===== config.mk =====
export PLATFORM = sky130hd
export DESIGN_NAME = fetch_buffer
export DESIGN_NICKNAME = d
export VERILOG_FILES = /design/src/rtl/fetch_buffer.sv
export SDC_FILE = /design/constraint.sdc
export NUM_CORES = 1
export LEC_CHECK = 0
export CAP_MARGIN = 10
export CORE_MARGIN = 5
export CORE_UTILIZATION = 50
export DETAILED_ROUTE_END_ITERATION = 8
export PLACE_DENSITY = 0.86
export RECOVER_POWER = 50
export SYNTH_ARGS = -nofsm -noshare
export SYNTH_HDL_FRONTEND = slang
export SYNTH_SLANG_ARGS = --single-unit

===== constraint.sdc =====
create_clock -name clk -period 3.2 [get_ports clk]
set_input_delay 0.48 -clock clk [delete_from_list [all_inputs] [get_ports clk]]
set_output_delay 0.48 -clock clk [all_outputs]
set_load 0.02 [all_outputs]

===== src/rtl/fetch_buffer.sv =====
// Fetch-to-decode instruction buffer: a DEPTH-entry circular FIFO of {pc, instr}
// with full back-pressure, flush on redirect and a sticky overflow flag.
module fetch_buffer #(
  parameter int unsigned DEPTH   = 4,
  parameter int unsigned ADDR_W  = 8,
  parameter int unsigned INSTR_W = 32
) (
  input  logic                       clk,
  input  logic                       reset,
  input  logic                       enq_valid,
  input  logic [ADDR_W-1:0]          enq_pc,
  input  logic [INSTR_W-1:0]         enq_instr,
  output logic                       pc_write,
  input  logic                       dec_ready,
  output logic                       dec_valid,
  output logic [ADDR_W-1:0]          dec_pc,
  output logic [INSTR_W-1:0]         dec_instr,
  input  logic                       flush,
  output logic [$clog2(DEPTH):0]     count,
  output logic                       ovf_err
);

  localparam int unsigned PTR_W = $clog2(DEPTH);
  localparam int unsigned CNT_W = PTR_W + 1;
  localparam logic [CNT_W-1:0]   FULL_CNT = CNT_W'(DEPTH);
  localparam logic [INSTR_W-1:0] NOP      = INSTR_W'(32'h0000_0013);

  logic [ADDR_W-1:0]  pc_mem_q    [DEPTH];
  logic [INSTR_W-1:0] instr_mem_q [DEPTH];

  logic [PTR_W-1:0] rd_ptr_q, rd_ptr_d;
  logic [PTR_W-1:0] wr_ptr_q, wr_ptr_d;
  logic [CNT_W-1:0] count_q,  count_d;
  logic             ovf_q,    ovf_d;

  logic full, empty, enq_fire, deq_fire;

  assign full      = (count_q == FULL_CNT);
  assign empty     = (count_q == '0);
  assign pc_write  = ~full;
  assign dec_valid = ~empty;
  assign count     = count_q;
  assign ovf_err   = ovf_q;
  assign dec_pc    = empty ? '0  : pc_mem_q[rd_ptr_q];
  assign dec_instr = empty ? NOP : instr_mem_q[rd_ptr_q];

  assign enq_fire = enq_valid & pc_write  & ~flush;
  assign deq_fire = dec_valid & dec_ready & ~flush;

  always_comb begin
    rd_ptr_d = rd_ptr_q;
    wr_ptr_d = wr_ptr_q;
    count_d  = count_q;
    ovf_d    = ovf_q;
    if (flush) begin
      rd_ptr_d = '0;
      wr_ptr_d = '0;
      count_d  = '0;
    end else begin
      // Pointers wrap naturally since DEPTH is a power of two.
      if (enq_fire) wr_ptr_d = wr_ptr_q + 1'b1;
      if (deq_fire) rd_ptr_d = rd_ptr_q + 1'b1;
      if (enq_fire && !deq_fire) count_d = count_q + 1'b1;
      else if (deq_fire && !enq_fire) count_d = count_q - 1'b1;
      if (enq_valid && full) ovf_d = 1'b1;
    end
  end

  always_ff @(posedge clk) begin
    if (reset) begin
      rd_ptr_q <= '0;
      wr_ptr_q <= '0;
      count_q  <= '0;
      ovf_q    <= 1'b0;
    end else begin
      rd_ptr_q <= rd_ptr_d;
      wr_ptr_q <= wr_ptr_d;
      count_q  <= count_d;
      ovf_q    <= ovf_d;
    end
  end

  // Storage is not reset; validity is tracked by count alone.
  always_ff @(posedge clk) begin
    if (!reset && enq_fire) begin
      pc_mem_q[wr_ptr_q]    <= enq_pc;
      instr_mem_q[wr_ptr_q] <= enq_instr;
    end
  end

endmodule


==> results.yml <==
timing:
  clock-skew-final_ns: 0.008948
  maxSlewHeadroom_pct: 26.46
  grt_setup_unrepaired: "no"
  layout_min_cycle_time_ns: 2.880
  max_slew.worst_pin.slew_ns: 1.103
  drv_slew: 0
  timing_hold_violations_final: 0
  post-route-period-util_pct: 90.01
  setup-violations-final: 0
  fin_worst_hold_slack_ns: 0.4932
  maxClockFrequency_ghz: 0.3472
  setup-tns-final_ns: 0
clocking:
  cts_sink_cnt: 170
  tritoncts: "built"
  cts_hold_buf: 0
  post_cts_setup_buffers: 0
  clock_tree.htree_level_count: 4
  clock_tree.root_cell: "clkbuf_16"
  cts-buffers-inserted: 17
  worstSkewPairLatency_ns: 0.42
  post_cts.resized_instances: 0
  clockBufferDepth: 2
  clkSlewWorstSetupHoldPaths_ns: 0.06
flow_run:
  maxCapViolations: 0
global_route:
  global_route_wire_length_before_repair_mm: 18.60
  first_global_vias: 3353
  number_of_antenna_violations_at_the_first_check_in_global_routing: 0
  globalRouteTotalUtil_pct: 15.89
  grt_overflow_total: 0
  grt_max_degree: 41
power:
  p_seq_share_pct: 50.8
  net-switching-power_uw: 999.1
  vdd.ir_drop.worst_mv: 0.5023
  p_leak_uw: 0.002733
  power.density_nw_per_um2: 580.4
  power_uw: 4854
  share_clk_of_total_power_pct: 42.1
  comb_power_share_pct: 7.1
  switching_share_pct: 20.58
  cell_internal_pwr_uw: 3855
outcome:
  status: "finished, final reports clean"
synth:
  synth.yosys.seq_area_share_pct: 75.16
  syn-cell-area_um2: 6659
  synth_area_per_cell_um2: 21.48
  synthArstFlopShare_pct: 0
  post_synth_top_area_cell: "edfxtp_1"
  postSynthNetCount: 361
  synth_top_area_share_pct: 72.15
  synth_warnings: 0
  post_synth_inst_count: 310
  yosys-top-cells-area: "edfxtp_1 72%, mux4_2 7.4%, mux4_1 7.1%, and2_1 3.9%, dfxtp_1 3.0%"
  synth_top_flop_cell: "edfxtp_1"
  synth_cell_types: 30
  post_synthesis_register_bit_count: 170
  synth_edf_count: 160
cells_and_area:
  post_route_cells_drive_above_1_share_pct: 16.05
  num_antenna_cells: 0
  num-fill-cells: 914
  areaGrowthSynthToFinish_pct: 25.61
  layout.cells.most_common_list: "160 x edfxtp_1, 48 x clkdlybuf4s50_1, 42 x dlygate4sd3_1"
  fin_nets: 468
  mostFrequentLayoutCell: "edfxtp_1"
floorplan:
  placement_rows: 42
  height_of_the_die_um: 125.4
  start_util_pct: 50.69
  die_area_um2: 15730
  die-width_um: 125.4
  core_area_um2: 13140
  io_pins: 91
placement:
  dpl.hpwl_mm: 7.532
  globalplace.congestion: 0.7748
  io_buffers: 90
min_path:
  whs_path_depth: 2
  worstHoldEndpoint: "ovf_err"
  worstHoldStart: "ovf_err"
  hold_crit_class: "reg -> reg"
drt:
  detailed_route_iter0_violations: 192
  drt-pass1-iter-count: 6
  wl_per_cell_um: 19.65
  final_antenna_net_count: 0
  drc_errors: 0
  via_per_inst: 5.333
  routed-via-count: 3232
  drt-total-wl_mm: 11.91
worst_setup_path:
  critical_path_required_ns: 2.72
  crit_path_max_fanout: 40
  regToRegStartpoint: "count[0]"
  criticalPathCategory: "reg -> out"
  critical_path.endpoint_type: "primary output"
  crit-reg2reg-capture: "pc_mem_q[1][7]"
  crit_path_start_kind: "flip-flop"
  number_of_cell_instances_on_the_worst_register_to_register_path: 4
  data_arrival_time_at_the_worst_slack_endpoint_ns: 2.40
  reg2reg_setup_slack_ns: 0.57
[synthesized netlist by cell type (2+ instances only)]
cell type	number
or3_1	3
edfxtp_1	160
buf_6	2
nor2_1	6
o21ai_0	3
inv_1	6
a21oi_1	3
and2_1	41
dfxtp_1	10
xor2_1	3
mux4_1	18
ha_1	5
mux4_2	22
clkbuf_1	6
o31ai_1	2
or2_1	3
buf_12	3
buf_1	2
[metrics by stage]
stage          instances  worst slack (ns)  instance area [um2]  util, %
6_report             606            0.3196                 8364    63.67
4_1_cts              606            0.2758                 8372    63.72
3_3_place_gp         574            0.6643                 7772    59.16
2_1_floorplan        310            0.8270                 6659        -
5_1_grt              606            0.1447                 8364    63.67
3_5_place_dp         574            0.5881                 7772    59.16
[worst max-delay path, cell delays in order, from the launching register on]
cell and delay [ns]:
dfxtp_2 0.34, buf_12 0.26, mux4_1 0.61, and2_1 0.19, clkdlybuf4s50_1 0.54
[power groups by stage]
stage / registers, uW / clock network, uW / logic, uW
after CTS: 2460 / 2080 / 362
after detailed placement: 2510 / 0 / 358
after global routing: 2470 / 2190 / 370
final: 2460 / 2050 / 345
after global placement: 2510 / 0 / 350
after floorplan: 2510 / 0 / 167
[registers in the layout, indices dropped and copies added (netlist names), named ones only]
register	flops
wr_ptr_q	2
rd_ptr_q	2
count	3
ovf_err	1
pc_mem_q	32
instr_mem_q	128
[layout make-up]
class	instances	area [um2]	share of cell area (%)
Inverter	6	22.52	0.2693
Sequential cell	170	5007	59.87
Multi-Input combinational cell	120	1511	18.07
Clock inverter	14	170.2	2.034
Timing Repair Buffer	102	1003	12.00
Clock buffer	18	429.2	5.131
Tap cell	176	220.2	2.633
[per-layer routing]
metal | GRT usage [%] | up-vias | wire (um)
met3 | 4.819 | 16 | 547
met4 | 6.122 | 0 | 183
li1 | - | 1470 | -
met1 | 18.88 | 1654 | 4855
met5 | 0 | - | 0
met2 | 27.36 | 92 | 6321
[kinds of logic (layout without fill, tap and decap cells)]
logic type | Yosys count | count (layout) | synth area share (%)
flip-flops | 170 | 170 | 75.16
XOR/XNOR | 3 | 3 | 0.3947
buffers and inverters | 20 | 140 | 2.104
AO/OA/AOI/OAI | 9 | 9 | 0.7702
adder cells (fa/ha/maj) | 6 | 6 | 1.240
multiplexers | 41 | 41 | 14.69
AND/OR/NAND/NOR | 61 | 61 | 5.637
[worst max path at each step]
| stage | start | cells after the start | slack, ns | end |
|---|---|---|---|---|
| floorplan | count[0] | 3 | 0.83 | instr_mem_q[0][0] |
| global placement | flush | 9 | 0.66 | count[2] |
| detailed placement | flush | 5 | 0.59 | pc_mem_q[0][0] |
| CTS | count[0] | 5 | 0.28 | dec_pc[2] |
| global route | count[1] | 5 | 0.14 | dec_pc[4] |
| finish | flip-flop | 4 | 0.32 | dec_instr[28] |
Power figures use the tool's default switching activity.
